`config.mk`:
```
export PLATFORM = sky130hd
export DESIGN_NAME = ahb_slv_dec
export DESIGN_NICKNAME = d
export VERILOG_FILES = /design/src/rtl/ahb_slv_dec.sv
export SDC_FILE = /design/constraint.sdc
export NUM_CORES = 1
export LEC_CHECK = 0
export ABC_AREA = 1
export ABC_CLOCK_PERIOD_IN_PS = 2670
export CAP_MARGIN = 20
export CORE_MARGIN = 3
export CORE_UTILIZATION = 37
export DETAILED_ROUTE_END_ITERATION = 7
export PLACE_DENSITY = 0.83
export SYNTH_ARGS = -nofsm -noshare
export SYNTH_HDL_FRONTEND = slang
export SYNTH_SLANG_ARGS = --single-unit
```
`constraint.sdc`:
```
create_clock -name pll_core_cpuclk -period 2.67 [get_ports pll_core_cpuclk]
set_clock_uncertainty 0.15 [all_clocks]
set_input_delay 0.6675 -clock pll_core_cpuclk [delete_from_list [all_inputs] [get_ports pll_core_cpuclk]]
set_output_delay 0.6675 -clock pll_core_cpuclk [all_outputs]
set_load 0.005 [all_outputs]
```
`src/rtl/ahb_slv_dec.sv`:
```
// AHB-Lite address decoder and response mux for slaves s0..s2, with s3 as the default error slave.
// Selects are combinational from the address phase; the response follows the registered data-phase slave and stalls while that slave holds hready low.
module ahb_slv_dec #(
    parameter logic [31:0] S0_BASE = 32'h0000_0000,
    parameter logic [31:0] S0_MASK = 32'hFFF0_0000,
    parameter logic [31:0] S1_BASE = 32'h2000_0000,
    parameter logic [31:0] S1_MASK = 32'hFFF0_0000,
    parameter logic [31:0] S2_BASE = 32'h4000_0000,
    parameter logic [31:0] S2_MASK = 32'hF000_0000,
    parameter int          CNT_W   = 16
) (
    input  logic             pll_core_cpuclk,
    input  logic             pad_cpu_rst,
    input  logic [31:0]      haddr,
    input  logic [1:0]       htrans,
    output logic             hready,
    output logic [31:0]      hrdata,
    output logic [1:0]       hresp,
    output logic             hsel_s0,
    output logic             hsel_s1,
    output logic             hsel_s2,
    output logic             hsel_s3,
    input  logic [31:0]      hrdata_s0,
    input  logic [31:0]      hrdata_s1,
    input  logic [31:0]      hrdata_s2,
    input  logic [31:0]      hrdata_s3,
    input  logic             hready_s0,
    input  logic             hready_s1,
    input  logic             hready_s2,
    input  logic             hready_s3,
    input  logic [1:0]       hresp_s0,
    input  logic [1:0]       hresp_s1,
    input  logic [1:0]       hresp_s2,
    input  logic [1:0]       hresp_s3,
    output logic [CNT_W-1:0] err_cnt,
    output logic [31:0]      err_addr
);

    logic             m0, m1, m2;
    logic [3:0]       hsel;
    logic [3:0]       dsel_q, dsel_d;
    logic [CNT_W-1:0] err_cnt_q, err_cnt_d;
    logic [31:0]      err_addr_q, err_addr_d;

    // Priority s0 > s1 > s2 resolves overlapping regions; anything else falls to s3.
    always_comb begin
        m0   = ((haddr & S0_MASK) == S0_BASE);
        m1   = ((haddr & S1_MASK) == S1_BASE);
        m2   = ((haddr & S2_MASK) == S2_BASE);
        hsel = 4'b0000;
        if (htrans[1] && hready) begin
            if (m0) begin
                hsel = 4'b0001;
            end else if (m1) begin
                hsel = 4'b0010;
            end else if (m2) begin
                hsel = 4'b0100;
            end else begin
                hsel = 4'b1000;
            end
        end
    end

    assign hsel_s0 = hsel[0];
    assign hsel_s1 = hsel[1];
    assign hsel_s2 = hsel[2];
    assign hsel_s3 = hsel[3];

    always_comb begin
        hready = 1'b1;
        hresp  = 2'b00;
        hrdata = 32'h0000_0000;
        case (dsel_q)
            4'b0001: begin hready = hready_s0; hresp = hresp_s0; hrdata = hrdata_s0; end
            4'b0010: begin hready = hready_s1; hresp = hresp_s1; hrdata = hrdata_s1; end
            4'b0100: begin hready = hready_s2; hresp = hresp_s2; hrdata = hrdata_s2; end
            4'b1000: begin hready = hready_s3; hresp = hresp_s3; hrdata = hrdata_s3; end
            default: ;
        endcase
    end

    always_comb begin
        dsel_d     = hready ? hsel : dsel_q;
        err_addr_d = hsel[3] ? haddr : err_addr_q;
        err_cnt_d  = err_cnt_q;
        if (hready && (hresp == 2'b01) && (dsel_q != 4'b0000) &&
            (err_cnt_q != {CNT_W{1'b1}})) begin
            err_cnt_d = err_cnt_q + CNT_W'(1);
        end
    end

    always_ff @(posedge pll_core_cpuclk) begin
        if (pad_cpu_rst) begin
            dsel_q     <= 4'b0000;
            err_cnt_q  <= '0;
            err_addr_q <= 32'h0000_0000;
        end else begin
            dsel_q     <= dsel_d;
            err_cnt_q  <= err_cnt_d;
            err_addr_q <= err_addr_d;
        end
    end

    assign err_cnt  = err_cnt_q;
    assign err_addr = err_addr_q;

endmodule
```
==> results of run 1 <==
-- kinds of logic (layout without fill, tap and decap cells) --
logic type / Yosys count / in the layout / synth area share
adder cells (fa/ha/maj): 1 / 1 / 0.00315
AO/OA/AOI/OAI: 12 / 12 / 0.0164
XOR/XNOR: 4 / 4 / 0.00881
AND/OR/NAND/NOR: 457 / 457 / 0.534
flip-flops: 52 / 52 / 0.262
buffers and inverters: 181 / 465 / 0.176
-- path summary, 6_finish.rpt --
path                      from           end  slack, ns  depth (start not counted)
setup reg to reg     dsel_q[3]     dsel_q[2]       0.03                         19
setup / recovery     dsel_q[3]       hsel_s2      0.006                         11
hold reg to reg   err_addr[23]  err_addr[23]       0.36                          4
hold / removal    err_addr[23]  err_addr[23]       0.36                          4
-- synth_stat cells --
cell	n
inv_1	124
nand2_1	125
nand3b_1	1
nand3_2	1
buf_1	7
nor2_1	81
a21oi_1	7
buf_2	9
nor3_1	2
buf_4	2
xor2_1	3
o21a_1	2
nor2_4	1
inv_2	12
dfxtp_1	52
xnor2_1	1
nand2_4	1
nand3_1	185
or2_2	1
nand2_2	2
nor2_2	4
clkbuf_1	27
o21ai_0	3
nand4_1	53
ha_1	1
-- registers in the layout (all words and copies together) (netlist names) --
| signal | count |
|---|---|
| dsel_q | 4 |
| err_cnt | 16 |
| err_addr | 32 |
-- worst max-delay path: stages (launching register included) --
cell and delay, ns:
dfxtp_2 0.35, buf_6 0.12, nor2_4 0.13, buf_12 0.12, nand3_2 0.07, nand2_2 0.11
nor2_4 0.05, nand2_2 0.09, nand2_4 0.07, or2_4 0.25, inv_1 0.06, buf_2 0.11
-- power by group through the flow --
stage	Combinational, mW	Clock, mW	Sequential (mW)
floorplan	0.250	0	0.869
global placement	0.736	0	0.863
detailed placement	0.744	0	0.866
CTS	0.759	0.607	0.848
global route	0.863	0.630	0.854
finish	0.792	0.593	0.848
-- final cells by class --
cell class | count | area share
clock buffer | 7 | 0.0130
timing repair buffer | 321 | 0.434
tap | 136 | 0.0229
clock inverter | 1 | 0.00405
inverter | 136 | 0.0688
multi-input combinational | 474 | 0.316
sequential | 52 | 0.141
-- metrics by stage --
step                setup slack, ns   util  instances
global route                -0.0804  0.716       1127
floorplan                     0.302      -        707
finish                      0.00642  0.716       1127
detailed placement           -0.606  0.662       1091
CTS                          -0.115  0.698       1118
global placement             -0.556  0.662       1091
-- layer usage --
metal | wire length [um] | up-vias
met1 | 5980 | 2583
met4 | 499 | 0
met5 | 0 | -
li1 | - | 2826
met3 | 1940 | 33
met2 | 8670 | 257
-- timing repair --
action,4_1_cts,5_1_grt
setup endpoints to repair,39,8
pin swaps,16,21
buffers inserted,17,7
resized for setup,96,31
gates cloned,2,2
==> impl_results.md, run 1 <==
- Buffers on Ports: 261
- GR Util met1: 0.276
- Detail-routed via count per cell: 5.06
- Fmax: 375 MHz
- Share of layout cells above drive strength 1: 0.121
- Vias in the first global route: between 4000 and 5000
- Post-synthesis cell area: 3980 um2
- Area grow syn2layout: 86.7%
- Arrival time worst endpoint: ~1.9 ns
- Routability cong.: 0.902
- Post-route cell area: about 7400 um2
- Distinct cells, synth: 25
- Kind of critical path: register to primary output
- Hold_buf cts: 0
- Leading cell type in the layout, fill and taps excluded: clkdlybuf4s50_1
- Global-route met3 utilization: 0.0822
- Final WL: 17.1 mm
- Global route hottest layer: met2
- Max cap viols: 0
- Sequential area share after synthesis: 0.262
- CTS Buffer Depth: 2
- Total GRT Usage: 0.254
- DR iter-0 viols: 444
- First-pass GRT wire length: around 24 mm
- Total power: roughly 2.2 mW
- Worst-margin pin slew: 0.445 ns
- Die height: 110 um
- Status: complete, no violations
- First-pass detailed-route iteration total: 5
- Synth warn: 0
- Max FO, Critical Path: 4
- Switching pwr: 0.608 mW
- Core area: a little over 10000 um2
- Hold Crit Class: register to register
- Nets@finish: between 1000 and 1500
- Worst-path clk slew: ~0.090 ns
- I/O Pins: 263
- Leakage power: approximately 3.5 nW
- Gate Count Post-Synth: 707
- Post-DP Area: 6870 um2
- Tmin final: 2.66 ns
- Syn_nets: 884
- Overflow after GRT: 0
- DRC: 0
- Register area: 1050 um2
- Avg WL per Cell: between 15 and 20 um
- Initial Util: 0.383
- Die area: 12000 um2
- Die Wd: 110 um
- ANT nets after route: 0
- Fin crit share: 0.998
- Yosys reg bits: 52
- Logic pwr share: 0.355
- Slew Limit Fails: 0
- Row count: 37
- Setup Viol. Count Final: 0
- CTS Buf Count: 5
- Final HPWL DP: 12.0 mm
- Final hold vios: 0
- Post-synth top area cell: dfxtp_1
- Startpoint types: register
- Slew margin rel.: 0.703
- Met2 Usage GRT: 0.465
- Clock sinks: 52
- Vias: 5699
- Worst path required time: 1.85 ns
- Post-Syn Area per Cell: between 5 and 6 um2
- Critical Path Sink Type: primary output
- VDD IR max: 0.467 mV
- Clock share of power: 0.266
- CTS root buffer: clkbuf_8
- Fillers: roughly 840
- CTS tree: built
- Int Pwr: between 1.5 and 2 mW
- Most frequent cells in the layout: clkdlybuf4s50_1, nand3_1, inv_1, nand2_1, nor2_1
- Unrepaired setup endpoints after global routing: yes
- Clk Latency, worst-skew pair: 0.31 ns
- Pin count of the biggest net entering global routing: 35
- Initial antenna violation count: 0
- Multi-input combinational cell area: 2350 um2
- Yosys top cell area share: 0.262
- Worst hold slack: 0.364 ns
- Setup TNS: 0 ns
- Power density over cell area: 301 nW/um2
- ANT cells: 0
- Top post-synthesis cells by area: dfxtp_1, nand3_1, nand2_1
- Sw Ratio: 0.272
- # H-tree levels: 2
- Sequential share of power: 0.380
(Power assumes the default switching activity.)
==> inputs of run 2 (changes only) <==
CORE_ASPECT_RATIO = 0.5   (was default)
==> impl_results.md, run 2 (synthesized netlist as in run 1, its figures left out) <==
- Clk Latency, worst-skew pair: 0.29 ns
- Area grow syn2layout: 87.4%
- Fmax: 365 MHz
- Most frequent cells in the layout: clkdlybuf4s50_1, nand3_1, nand2_1
- Critical R2R Launch: dsel_q[0]
- Final setup margin: -0.0691 ns
- Share of layout cells above drive strength 1: 0.117
- Initial antenna violation count: 1
- Tmin final: ~2.7 ns
- HP Start: err_addr[31]
- Die height: between 70 and 80 um
- CTS root buffer: clkbuf_16
- Pin count of the biggest net entering global routing: 39
- Final WL: 17.8 mm
- VDD IR max: 0.258 mV
- Reg-to-Reg End: err_cnt[2]
- CTS Buffer Depth: 2
- Slew margin rel.: 0.670
- Total GRT Usage: 0.273
- Startpoint types: register
- Slew Limit Fails: 0
- Detail-routed via count per cell: 5.09
- I/O Pins: 263
- Routability cong.: between 0.8 and 0.9
- Final HPWL DP: 12.7 mm
- Leading cell type in the layout, fill and taps excluded: clkdlybuf4s50_1
- Failing checks: setup timing
- First-pass GRT wire length: between 20 and 30 mm
- Die Wd: 153 um
- DRC: 0
- CTS tree: built
- Overflow after GRT: 0
- Worst path required time: 1.85 ns
- Avg WL per Cell: 15.8 um
- ANT cells: 0
- Worst Hold Depth: 4
- Crit path from: dsel_q[0]
- Initial Util: 0.384
- Multi-input combinational cell area: 2320 um2
- ANT nets after route: 0
- Setup Viol. Count Final: 5
- Row count: 26
- Unrepaired setup endpoints after global routing: yes
- Critical Path Sink Type: primary output
- Max reg flops: 32
- DR iter-0 viols: approximately 380
- Post-route cell area: 7450 um2
- Vias in the first global route: 5376
- Hold_buf cts: 0
- R2r setup slk: 0.37 ns
- Post-DP Area: approximately 7000 um2
- Register area: 1060 um2
- Fillers: 837
- Buffers on Ports: 261
- Worst hold slack: 0.358 ns
- Die area: between 10000 and 15000 um2
- Nets@finish: 1167
- Arrival time worst endpoint: 1.92 ns
- Max FO, Critical Path: 9
- First-pass detailed-route iteration total: 6
- # H-tree levels: 2
- Final hold vios: 0
- Worst-margin pin slew: slightly below 0.5 ns
- Hold Crit Class: register to register
- Power density over cell area: just over 300 nW/um2
- Worst reg2reg path depth: 14
- Clock sinks: 52
- Kind of critical path: register to primary output
- Hold path endpoint: err_addr[31]
- Max cap viols: 0
- Leakage power: 3.58 nW
- Core area: 10300 um2
- Status: complete, but fails checks
- CTS Buf Count: 5
- Vias: 5757
- Fin crit share: 1.03
- Worst-path clk slew: 0.07 ns
==> run 2: changes by cell type in the layout (fill, tap and decap cells not counted), sizes merged, moves of 2 or more <==
| cell | change |
|---|---|
| clkbuf | -4 |
| clkdlybuf4s15 | -3 |
| clkdlybuf4s50 | +4 |
| dlymetal6s2s | +2 |
==> run 2: what timing repair did <==
| action | in CTS | in global routing |
|---|---|---|
| setup endpoints to repair | 39 | 18 |
| gates resized for setup | 98 | 32 |
| pin swaps | 18 | 16 |
| buffers inserted | 12 | 4 |
| gates cloned | 5 | 0 |
==> run 2: how the worst max path moves through the flow <==
| stage | to | cells past startpoint |
|---|---|---|
| final | hresp[0] | 9 |
| after global routing | hresp[0] | 9 |
| after CTS | hresp[0] | 9 |
| after detailed placement | hsel_s1 | 9 |
| after global placement | hsel_s2 | 9 |
| after floorplan | hsel_s3 | 9 |
==> run 2: area by class of cell <==
class                      count  share of cell area
clock inverter                 2             0.00185
clock buffer                   6              0.0186
multi-input combinational    474               0.312
sequential                    52               0.142
timing repair buffer         321               0.433
tap                          140              0.0235
inverter                     136              0.0692
==> run 2: worst max-delay path, stage by stage (launching register included) <==
cell             delay, ns
dfxtp_4               0.36
buf_6                 0.12
nor2_4                0.15
buf_4                 0.16
buf_12                0.13
nand3_1               0.07
nand2_1               0.08
nor2_2                0.05
inv_1                 0.04
clkdlybuf4s50_1       0.48
==> run 2: metal layers <==
| layer | global-route usage | part of all wire |
|---|---|---|
| met5 | 0 | 0.00073 |
| met2 | 0.468 | 0.48 |
| met3 | 0.0631 | 0.080 |
| met1 | 0.333 | 0.40 |
| met4 | 0.111 | 0.039 |
==> run 2: per-stage QoR <==
step / setup slack [ns] / std cells / setup TNS (ns) / util / total power, mW
after detailed placement: -0.526 / 1103 / -2.75 / 0.671 / 1.63
after floorplan: 0.302 / 707 / 0 / - / 1.12
after global routing: -0.132 / 1131 / -0.569 / 0.720 / 2.41
final: -0.0691 / 1131 / -0.195 / 0.720 / 2.30
after CTS: -0.0790 / 1128 / -0.864 / 0.711 / 2.29
after global placement: -0.491 / 1103 / -2.52 / 0.671 / 1.61
==> run 2: where the power goes <==
part | leakage (nW) | internal, mW | total, mW | switching, mW
Sequential | 0.430 | 0.820 | 0.849 | 0.0294
Combinational | 3.07 | 0.460 | 0.784 | 0.325
Clock | 0.0772 | 0.375 | 0.667 | 0.292
Total | 3.58 | 1.65 | 2.30 | 0.646
==> inputs of run 3 (changes only) <==
SKIP_CTS_REPAIR_TIMING = 1   (was default)
==> impl_results.md, run 3 (synthesized netlist as in run 1, its figures left out) <==
- First-pass GRT wire length: 25.7 mm
- First-pass detailed-route iteration total: 6
- Post-DP Area: 6940 um2
- Fillers: 755
- Fmax: 371 MHz
- Total power: 2.30 mW
- I/O Pins: 263
- Max cap viols: 0
- Vias: 5889
- Setup Viol. Count Final: 1
- Pin count of the biggest net entering global routing: 39
- Leading cell type in the layout, fill and taps excluded: clkdlybuf4s50_1
- Area grow syn2layout: 95.3%
- Post-route cell area: 7770 um2
- CTS tree: built
- CTS Buffer Depth: 2
- Logic pwr share: 0.342
- Total GRT Usage: 0.255
- Routability cong.: 0.885
- Nets@finish: 1177
- Final hold vios: 0
- Row count: 26
- Critical Path Max Stage Delay: 0.50 ns
- Int Pwr: 1.66 mW
- CTS Buf Count: 5
- Share of layout cells above drive strength 1: 0.121
- R2r setup slk: 0.31 ns
- Sw Ratio: 0.280
- Clock share of power: 0.289
- ANT nets after route: 0
- Worst Hold Depth: 4
- Startpoint types: register
- HP Start: err_addr[31]
- Die area: 12100 um2
- Tmin final: 2.70 ns
- Critical R2R Launch: dsel_q[0]
- Overflow after GRT: 0
- DR iter-0 viols: around 420
- CP max stage cell: clkdlybuf4s50_1
- Max FO, Critical Path: 7
- Register area: between 1000 and 1500 um2
- Switching pwr: between 0.6 and 0.7 mW
- Bufs and invs on worst path: 4
- Fin crit share: 1.01
- Leakage power: 4.16 nW
- # H-tree levels: 2
- Failing checks: setup timing
- Initial Util: 0.384
- Arrival time worst endpoint: 1.88 ns
- Levels on crit path: 7
- Cell family with most CP delay: buffers and inverters
- Buffers on Ports: ~260
- Slew margin rel.: 0.669
- Clock sinks: 52
- CTS root buffer: clkbuf_16
- Worst reg2reg path depth: 14
- Avg WL per Cell: 16.6 um
- Worst-path clk slew: 0.07 ns
- Clk Latency, worst-skew pair: 0.29 ns
- Initial antenna violation count: 1
- Multi-input combinational cell area: 2300 um2
- Die Wd: 153 um
- Hold Crit Class: register to register
- Critical Path Sink Type: primary output
- Power density over cell area: roughly 300 nW/um2
- Final HPWL DP: 12.7 mm
- Final setup margin: -0.0279 ns
- Most frequent cells in the layout: clkdlybuf4s50_1, nand3_1, nand2_1
- DRC: 0
- Status: complete, but fails checks
- Worst-margin pin slew: 0.495 ns
- Max reg flops: 32
- Detail-routed via count per cell: ~5.2
- Vias in the first global route: 5135
- Worst path required time: 1.85 ns
- Kind of critical path: register to primary output
- Sequential share of power: 0.369
- Unrepaired setup endpoints after global routing: yes
- Post-Place Setup Slack: -0.526 ns
- Reg-to-Reg End: err_cnt[2]
- CP Cell Sequence: inv_2 > nor2_4 > buf_8 > clkbuf_16 > nand3_1 > nand4_1 > clkdlybuf4s50_1
- Die height: 79.3 um
- ANT cells: 0
- Final WL: 18.9 mm
- Worst hold slack: 0.358 ns
- Slew Limit Fails: 0
- Core area: 10300 um2
- VDD IR max: 0.256 mV
- Hold path endpoint: err_addr[31]
## run 3: cell types whose count changed in the layout (fill, tap and decap cells not counted), sizes merged
cell           previous run  this run
clkdlybuf4s50           210       205
clkbuf                    6        17
dlymetal6s2s              9        53
clkdlybuf4s15             3         0
buf                      64        62
dlygate4sd2              35         0
## run 3: cell type report
| cell class | instances | area share |
|---|---|---|
| repair buffers | 331 | 0.459 |
| multi-input cells | 474 | 0.296 |
| flip-flops and latches | 52 | 0.136 |
| inverters | 136 | 0.0660 |
| well taps | 140 | 0.0226 |
| clock buffers | 6 | 0.0179 |
| clock inverters | 2 | 0.00177 |
## run 3: how the worst max path moves through the flow
stage | startpoint | end | slack (ns)
detailed placement | haddr[23] | hsel_s1 | -0.53
floorplan | haddr[31] | hsel_s3 | 0.30
finish | dsel_q[0] | hrdata[18] | -0.03
CTS | haddr[23] | hsel_s1 | -0.60
global placement | hready_s3 | hsel_s2 | -0.49
global route | dsel_q[1] | hsel_s2 | -0.11
## run 3: power by group through the flow
stage	Combinational, mW	Sequential, mW	Clock, mW
floorplan	0.250	0.869	0
global placement	0.746	0.865	0
detailed placement	0.758	0.868	0
CTS	0.766	0.851	0.672
global route	0.849	0.854	0.703
finish	0.788	0.849	0.665
## run 3: metrics by stage
| step | util | cells | TNS, ns |
|---|---|---|---|
| floorplan | - | 707 | 0 |
| global placement | 0.671 | 1103 | -2.52 |
| detailed placement | 0.671 | 1103 | -2.75 |
| CTS | 0.686 | 1111 | -10.84 |
| global route | 0.751 | 1141 | -0.296 |
| finish | 0.751 | 1141 | -0.0279 |
## run 3: worst reg2reg max path, cell delays in order, from the launching register on
cell and delay (ns):
dfxtp_4 0.38, inv_2 0.06, nor2_4 0.15, buf_8 0.16
buf_4 0.13, buf_12 0.11, nand3_1 0.06, nand2_1 0.07
nor2_2 0.05, buf_4 0.13, nor2_4 0.33, nand3_2 0.26
nand2_1 0.12, inv_1 0.04, nor2_1 0.10
## run 3: metal layers
layer / global-route usage / part of all wire / up-vias
li1: - / - / 2854
met1: 0.314 / 0.40 / 2657
met2: 0.432 / 0.48 / 317
met3: 0.0577 / 0.079 / 59
met4: 0.109 / 0.040 / 2
met5: 0 / 0.00069 / -
